**config.mk**
```make
export PLATFORM = sky130hd
export DESIGN_NAME = board_mover_flat
export DESIGN_NICKNAME = d
export VERILOG_FILES = /design/src/rtl/board_mover_if.sv /design/src/rtl/board_mover.sv /design/src/flat_wrapper.sv
export SDC_FILE = /design/constraint.sdc
export NUM_CORES = 1
export LEC_CHECK = 0
export BUFFER_PORTS_ARGS = -buffer_cell sky130_fd_sc_hd__buf_2
export CORE_MARGIN = 2
export CORE_UTILIZATION = 60
export DETAILED_ROUTE_END_ITERATION = 7
export GPL_ROUTABILITY_DRIVEN = 0
export PLACE_DENSITY = 0.84
export SLEW_MARGIN = 10
export SYNTH_ARGS = -nofsm -noshare
export SYNTH_HDL_FRONTEND = slang
export SYNTH_HIERARCHICAL = 1
export SYNTH_SLANG_ARGS = --single-unit
```
**constraint.sdc**
```tcl
create_clock -name clk -period 11.6 [get_ports clk]
set_clock_uncertainty 0.2 [all_clocks]
set_input_delay 1.16 -clock clk [delete_from_list [all_inputs] [get_ports clk]]
set_output_delay 1.16 -clock clk [all_outputs]
set_load 0.1 [all_outputs]
```
**src/rtl/board_mover_if.sv**
```systemverilog
// board_mover_if: request/result bundle between the swipe controller and its
// neighbours (direction decoder on the request side, tile spawner on the
// result side).
//
// Handshake: start is a level sampled only while the mover is idle. A request
// is accepted on the clock edge where start=1 and the mover is idle; there is
// no queuing. busy is high from the cycle after acceptance until the swipe
// completes. done pulses for one cycle, and board_out/moved_any/score_add are
// valid from that cycle until the next accepted start. busy and done are never
// high together.
//
// Signals:
//   start     request a swipe (requester -> mover)
//   dir       00 left, 01 right, 10 up, 11 down; captured with start
//   board_in  cell (r,c) at bits [4*(4r+c)+3 : 4*(4r+c)], log2 of tile, 0 = empty
//   busy      swipe in progress
//   done      one-cycle completion pulse
//   board_out resulting board, same packing as board_in
//   moved_any any tile moved or merged during the swipe
//   score_add sum of merged tile values produced by the swipe
interface board_mover_if #(
  parameter int SCORE_W = 20
);
  logic               start;
  logic [1:0]         dir;
  logic [63:0]        board_in;
  logic               busy;
  logic               done;
  logic [63:0]        board_out;
  logic               moved_any;
  logic [SCORE_W-1:0] score_add;

  modport master (
    output start, dir, board_in,
    input  busy, done, board_out, moved_any, score_add
  );

  modport slave (
    input  start, dir, board_in,
    output busy, done, board_out, moved_any, score_add
  );
endinterface

```
**src/rtl/board_mover.sv**
```systemverilog
// board_mover: applies one 2048 swipe to a 4x4 board, one cell pair per clock.
// Each line is scanned from its swipe edge; a tile at scan position f is
// compared with its neighbour at f-1 by a combinational move_cell step and
// keeps sliding toward the edge while the step says to continue.
//
// Ports:
//   clk       system clock
//   rst       synchronous, active-high reset
//   bus       board_mover_if slave modport (start/dir/board_in in;
//             busy/done/board_out/moved_any/score_add out)
//   dbg_state current FSM state (0 IDLE, 1 STEP, 2 DONE)

// move_cell: one slide/merge decision between a tile and its edge-side
// neighbour. A merged value of 15+15 wraps to 0 in 4 bits.
module move_cell (
  input  logic [3:0] from,
  input  logic [3:0] to,
  input  logic       to_is_marked,
  output logic [3:0] next_from,
  output logic [3:0] next_to,
  output logic       cont,
  output logic       moved
);
  always_comb begin
    next_from = from;
    next_to   = to;
    cont      = 1'b0;
    moved     = 1'b0;
    if (from != 4'd0) begin
      if (to == 4'd0) begin
        // Slide into the empty cell and keep going toward the edge.
        next_to   = from;
        next_from = 4'd0;
        cont      = 1'b1;
        moved     = 1'b1;
      end else if ((to == from) && !to_is_marked) begin
        next_to   = to + 4'd1;
        next_from = 4'd0;
        moved     = 1'b1;
      end
    end
  end
endmodule

module board_mover #(
  parameter int SCORE_W = 20
) (
  input  logic               clk,
  input  logic               rst,
  board_mover_if.slave       bus,
  output logic [1:0]         dbg_state
);
  typedef enum logic [1:0] {IDLE = 2'd0, STEP = 2'd1, DONE = 2'd2} state_t;

  state_t             state_q, state_d;
  logic [1:0]         dir_q;
  logic [63:0]        board_q;
  logic [15:0]        mark_q;
  logic               moved_q;
  logic [SCORE_W-1:0] score_q;
  logic [1:0]         l_q, p_q, f_q;

  // Cell index {r,c} for line l, position p counted from the swipe edge.
  // For 2-bit values 3-p equals ~p.
  function automatic logic [3:0] cell_idx(input logic [1:0] d,
                                          input logic [1:0] l,
                                          input logic [1:0] p);
    case (d)
      2'd0:    cell_idx = {l, p};
      2'd1:    cell_idx = {l, ~p};
      2'd2:    cell_idx = {p, l};
      default: cell_idx = {~p, l};
    endcase
  endfunction

  logic [3:0] from_idx, to_idx;
  logic [3:0] from_val, to_val;
  logic [3:0] nx_from, nx_to;
  logic       mc_cont, mc_moved;
  logic       slide, scan_last;
  logic [4:0] to_p1;

  assign from_idx = cell_idx(dir_q, l_q, f_q);
  assign to_idx   = cell_idx(dir_q, l_q, f_q - 2'd1);
  assign from_val = board_q[{from_idx, 2'b00} +: 4];
  assign to_val   = board_q[{to_idx, 2'b00} +: 4];
  // 5-bit exponent so a 15+15 merge scores 2^16 even though the cell wraps.
  assign to_p1    = {1'b0, to_val} + 5'd1;

  move_cell u_move_cell (
    .from         (from_val),
    .to           (to_val),
    .to_is_marked (mark_q[to_idx]),
    .next_from    (nx_from),
    .next_to      (nx_to),
    .cont         (mc_cont),
    .moved        (mc_moved)
  );

  // Keep sliding the same tile while it still has a cell in front of it.
  assign slide     = mc_cont && (f_q != 2'd1);
  assign scan_last = (p_q == 2'd3) && (l_q == 2'd3);

  always_ff @(posedge clk) begin
    if (rst) state_q <= IDLE;
    else     state_q <= state_d;
  end

  always_comb begin
    state_d = state_q;
    case (state_q)
      IDLE:    if (bus.start) state_d = STEP;
      STEP:    if (!slide && scan_last) state_d = DONE;
      DONE:    state_d = IDLE;
      default: state_d = IDLE;
    endcase
  end

  always_ff @(posedge clk) begin
    if (rst) begin
      dir_q   <= 2'd0;
      board_q <= 64'd0;
      mark_q  <= 16'd0;
      moved_q <= 1'b0;
      score_q <= '0;
      l_q     <= 2'd0;
      p_q     <= 2'd0;
      f_q     <= 2'd0;
    end else begin
      case (state_q)
        IDLE: begin
          if (bus.start) begin
            dir_q   <= bus.dir;
            board_q <= bus.board_in;
            mark_q  <= 16'd0;
            moved_q <= 1'b0;
            score_q <= '0;
            l_q     <= 2'd0;
            p_q     <= 2'd1;
            f_q     <= 2'd1;
          end
        end
        STEP: begin
          board_q[{from_idx, 2'b00} +: 4] <= nx_from;
          board_q[{to_idx, 2'b00} +: 4]   <= nx_to;
          if (mc_moved) moved_q <= 1'b1;
          if (mc_moved && !mc_cont) begin
            mark_q[to_idx] <= 1'b1;
            score_q        <= score_q + (SCORE_W'(1) << to_p1);
          end
          if (slide) begin
            f_q <= f_q - 2'd1;
          end else if (p_q != 2'd3) begin
            p_q <= p_q + 2'd1;
            f_q <= p_q + 2'd1;
          end else if (l_q != 2'd3) begin
            l_q <= l_q + 2'd1;
            p_q <= 2'd1;
            f_q <= 2'd1;
          end
        end
        default: ;
      endcase
    end
  end

  assign bus.busy      = (state_q == STEP);
  assign bus.done      = (state_q == DONE);
  assign bus.board_out = board_q;
  assign bus.moved_any = moved_q;
  assign bus.score_add = score_q;
  assign dbg_state     = state_q;
endmodule
```
**src/flat_wrapper.sv**
```systemverilog
// flat-port wrapper written by rule: the top's interface ports become plain ports
module board_mover_flat 
#(
  parameter int SCORE_W = 20
)
  (clk, rst, dbg_state, bus_start, bus_dir, bus_board_in, bus_busy, bus_done, bus_board_out, bus_moved_any, bus_score_add);
  board_mover_if #(.SCORE_W(SCORE_W)) bus_i ();
  input  logic clk;
  input  logic rst;
  output logic [1:0] dbg_state;
  input wire logic [$bits(bus_i.start)-1:0] bus_start;
  input wire logic [$bits(bus_i.dir)-1:0] bus_dir;
  input wire logic [$bits(bus_i.board_in)-1:0] bus_board_in;
  output wire logic [$bits(bus_i.busy)-1:0] bus_busy;
  output wire logic [$bits(bus_i.done)-1:0] bus_done;
  output wire logic [$bits(bus_i.board_out)-1:0] bus_board_out;
  output wire logic [$bits(bus_i.moved_any)-1:0] bus_moved_any;
  output wire logic [$bits(bus_i.score_add)-1:0] bus_score_add;
  assign bus_i.start = bus_start;
  assign bus_i.dir = bus_dir;
  assign bus_i.board_in = bus_board_in;
  assign bus_busy = bus_i.busy;
  assign bus_done = bus_i.done;
  assign bus_board_out = bus_i.board_out;
  assign bus_moved_any = bus_i.moved_any;
  assign bus_score_add = bus_i.score_add;
  board_mover #(.SCORE_W(SCORE_W)) u_core (.clk(clk), .rst(rst), .bus(bus_i), .dbg_state(dbg_state));
endmodule
```
==> out/results.ini <==
[run_status]
status = finished with violations
failed_checks = DRC

[setup_path]
crit_path_end = u_core/bus.score_add[16]$_SDFFE_PP0P_
cp_slowest_stage_delay_ps = 1020
r2r_slack_ps = 5020
start_kind = register
worstPathRequired_ps = 11720
r2r-end = u_core/bus.score_add[16]$_SDFFE_PP0P_
worstSetupEndpointType = register
crit_cells = 16
rr_worst_depth = 16
reg2reg_from = u_core/dir_q[0]$_SDFFE_PP0P_
crit_chain = xor2_2 -> o21ai_2 -> inv_2 -> o21ai_0 -> o32ai_1 -> nor4_2 -> inv_1 -> xor2_2 -> nor4_4 -> nand2_2 -> a21oi_1 -> nand2_1 -> nor2_1 -> nand2_1 -> nor4b_1 -> a211o_1
crit_buf_inv = 2
crit_fanout = 29
crit_start = u_core/dir_q[0]$_SDFFE_PP0P_
cpMaxStageDelayCell = dfxtp_1
cp.arrival_ps = 6700
path_delay_family = simple AND/OR/NAND/NOR gates
path_class = reg2reg

[drt]
post_drt_via_cell_ratio = 7.193
antenna_left = 0
dr.pass1.iters = 8
wl_um = 34480
num_vias = 10682
routedWlPerCell_um = 23.22
drt_iter0_markers = 1747
drcViolationCount = 35

[layout]
drive_gt1_share_pct = 20.66
nNetsFinal = 1396
design_area_sq_mm = 0.01051
stdcell_count = 1485
diodes = 0
fill_cells = 1306
synthToLayoutAreaGrowth_pct = 12.63
utilization_pct = 69.13

[floorplanning]
fp.dieH_um = 128.7
fp.dieW_um = 128.7
die-area_sq_mm = 0.01656
ios = 158
floorplan.initialDensity_pct = 61.37
coreArea_sq_mm = 0.01520
num_rows = 45

[sta]
rsz0062_at_grt = false
hold_violations = 0
hold_slack_ps = 275.6
setup_viol = 0
setup_tns_ps = 0
maxSlewHeadroom_pct = 22.71
min_period_ps = 6584
fmax_mhz = 151.9
maxSlewViolCount = 0
fin_crit_sh_pct = 56.76
tightest_slew_ps = 1152

[yosys]
ys.flop_type = dfxtp_1
synth-seq-cells = 111
syn_area_sq_mm = 0.009330
ys_seq_area_share_pct = 23.82
yosysTopAreaCellShare_pct = 23.82
yosys-top-cells-count = nand2_1 (144), dfxtp_1 (111), nor2_1 (108)
ys_warn_count = 6
ys_types = 92
synth_edf_count = 0
syn_inst = 1181
async_flop_share_pct = 0
synth_most_common_cell = nand2_1
yosys.area.top_type = dfxtp_1
syn_avg_cell_area_sq_um = 7.900
synth_area_leaders = dfxtp_1 (24%), nand2_1 (5.8%), ha_1 (4.6%)

[cts]
ctsHoldBuffers = 0
h-tree-depth = 3
cts_root_buffer = clkbuf_16
numCtsBuffers = 9
postCtsSetupBuffers = 0
cts.path.max_buffers = 2
cts.sinks = 111
post_cts_resized = 0
tritoncts = built
clock_latency_ps = 370
clk_pin_slew_worst_paths_ps = 80

[placement]
dp_hpwl_um = 25330
postPlaceCellArea_sq_mm = 0.01015
dp.cells = 1469
port_buffers = 157

[global_route]
grt_antenna_before_repair = 0
track_usage_pct = 41.15
grt_pass1_wl_um = 53040
grt_pass1_vias = 9994
grt_overflow = 0
grt_max_degree = 74

[pwr]
power_frac_comb_pct = 52.9
p_clk_share_pct = 21.2
power_switching_w = 0.0008899
seqPwrFrac_pct = 25.9
vdd_ir_drop_max_mv = 0.1025
p_int_w = 0.0008682
power_density_mw_per_mm2 = 167.3
p_leak_nw = 4.385
swShare_pct = 50.62

[run]
drv_cap = 0

[worst_hold_path]
hold_class = reg2reg

worst min-delay path, cell delays in order (launching register included):
cell and delay [ps]:
dfxtp_1 330, a31oi_1 40, nor2_1 70
per-layer routing:
metal | wire length [um] | share of wire [%] | vias up | GRT usage (%)
met5 | 0 | 0 | - | 0
met4 | 2518 | 7.3 | 0 | 25.45
met3 | 4811 | 14 | 251 | 12.43
met2 | 14750 | 43 | 906 | 62.90
met1 | 12390 | 36 | 4821 | 50.93
li1 | - | - | 4704 | -
worst min path at each step:
stage	from	to	cells after the start
final	u_core/mark_q[8]$_SDFFE_PP0P_	u_core/mark_q[8]$_SDFFE_PP0P_	2
after global routing	u_core/mark_q[15]$_SDFFE_PP0P_	u_core/mark_q[15]$_SDFFE_PP0P_	1
after CTS	u_core/mark_q[8]$_SDFFE_PP0P_	u_core/mark_q[8]$_SDFFE_PP0P_	2
after detailed placement	u_core/mark_q[0]$_SDFFE_PP0P_	u_core/mark_q[0]$_SDFFE_PP0P_	2
after global placement	u_core/mark_q[10]$_SDFFE_PP0P_	u_core/mark_q[10]$_SDFFE_PP0P_	2
after floorplan	u_core/mark_q[10]$_SDFFE_PP0P_	u_core/mark_q[10]$_SDFFE_PP0P_	2
power by group through the flow:
stage,logic (W),clock network [W],registers [W]
after floorplan,0.000499,0,0.000607
after global placement,0.000867,0,0.000460
after detailed placement,0.000879,0,0.000460
after CTS,0.000883,0.000374,0.000451
after global routing,0.000958,0.000388,0.000457
final,0.000931,0.000372,0.000455
per-stage QoR:
| stage | power [W] | setup slack, ps |
|---|---|---|
| CTS | 0.001708 | 5203 |
| global route | 0.001803 | 4554 |
| detailed placement | 0.001339 | 5262 |
| floorplan | 0.001106 | 6602 |
| finish | 0.001758 | 5016 |
| global placement | 0.001326 | 5541 |
registers in the layout, indices dropped and copies added, names as in the netlist:
register / count
u_core/l_q: 2
u_core/bus.board_out: 64
u_core/mark_q: 16
u_core/dbg_state: 2
u_core/bus.score_add: 20
u_core/p_q: 2
u_core/f_q: 2
u_core/bus.moved_any: 1
u_core/dir_q: 2
cell families after synthesis:
kind of cell | synth area share, %
AO/OA/AOI/OAI | 30.95
XOR/XNOR | 3.299
adder cells (fa/ha/maj) | 4.774
buffers and inverters | 5.136
flip-flops | 23.82
multiplexers | 7.684
other | 0.04019
AND/OR/NAND/NOR | 24.30
final cells by class:
| class | instances | area, sq um | area share (%) |
|---|---|---|---|
| Clock buffer | 9 | 225.2 | 2.143 |
| Clock inverter | 7 | 131.4 | 1.250 |
| Inverter | 44 | 165.2 | 1.572 |
| Multi-Input combinational cell | 956 | 6646 | 63.25 |
| Sequential cell | 111 | 2222 | 21.15 |
| Tap cell | 188 | 235.2 | 2.238 |
| Timing Repair Buffer | 170 | 883.3 | 8.406 |
cells in the final DEF (no fill, tap or decap), drive strengths merged, types with 27 or more instances in the layout:
cell,netlist,final
o21ai,71,71
nand3,37,37
a31oi,27,27
nand2,145,145
mux2i,30,30
nand2b,27,27
nor2,109,109
ha,34,34
buf,24,170
dfxtp,111,111
inv,43,44
a21oi,55,55
Power figures use the tool's default switching activity.
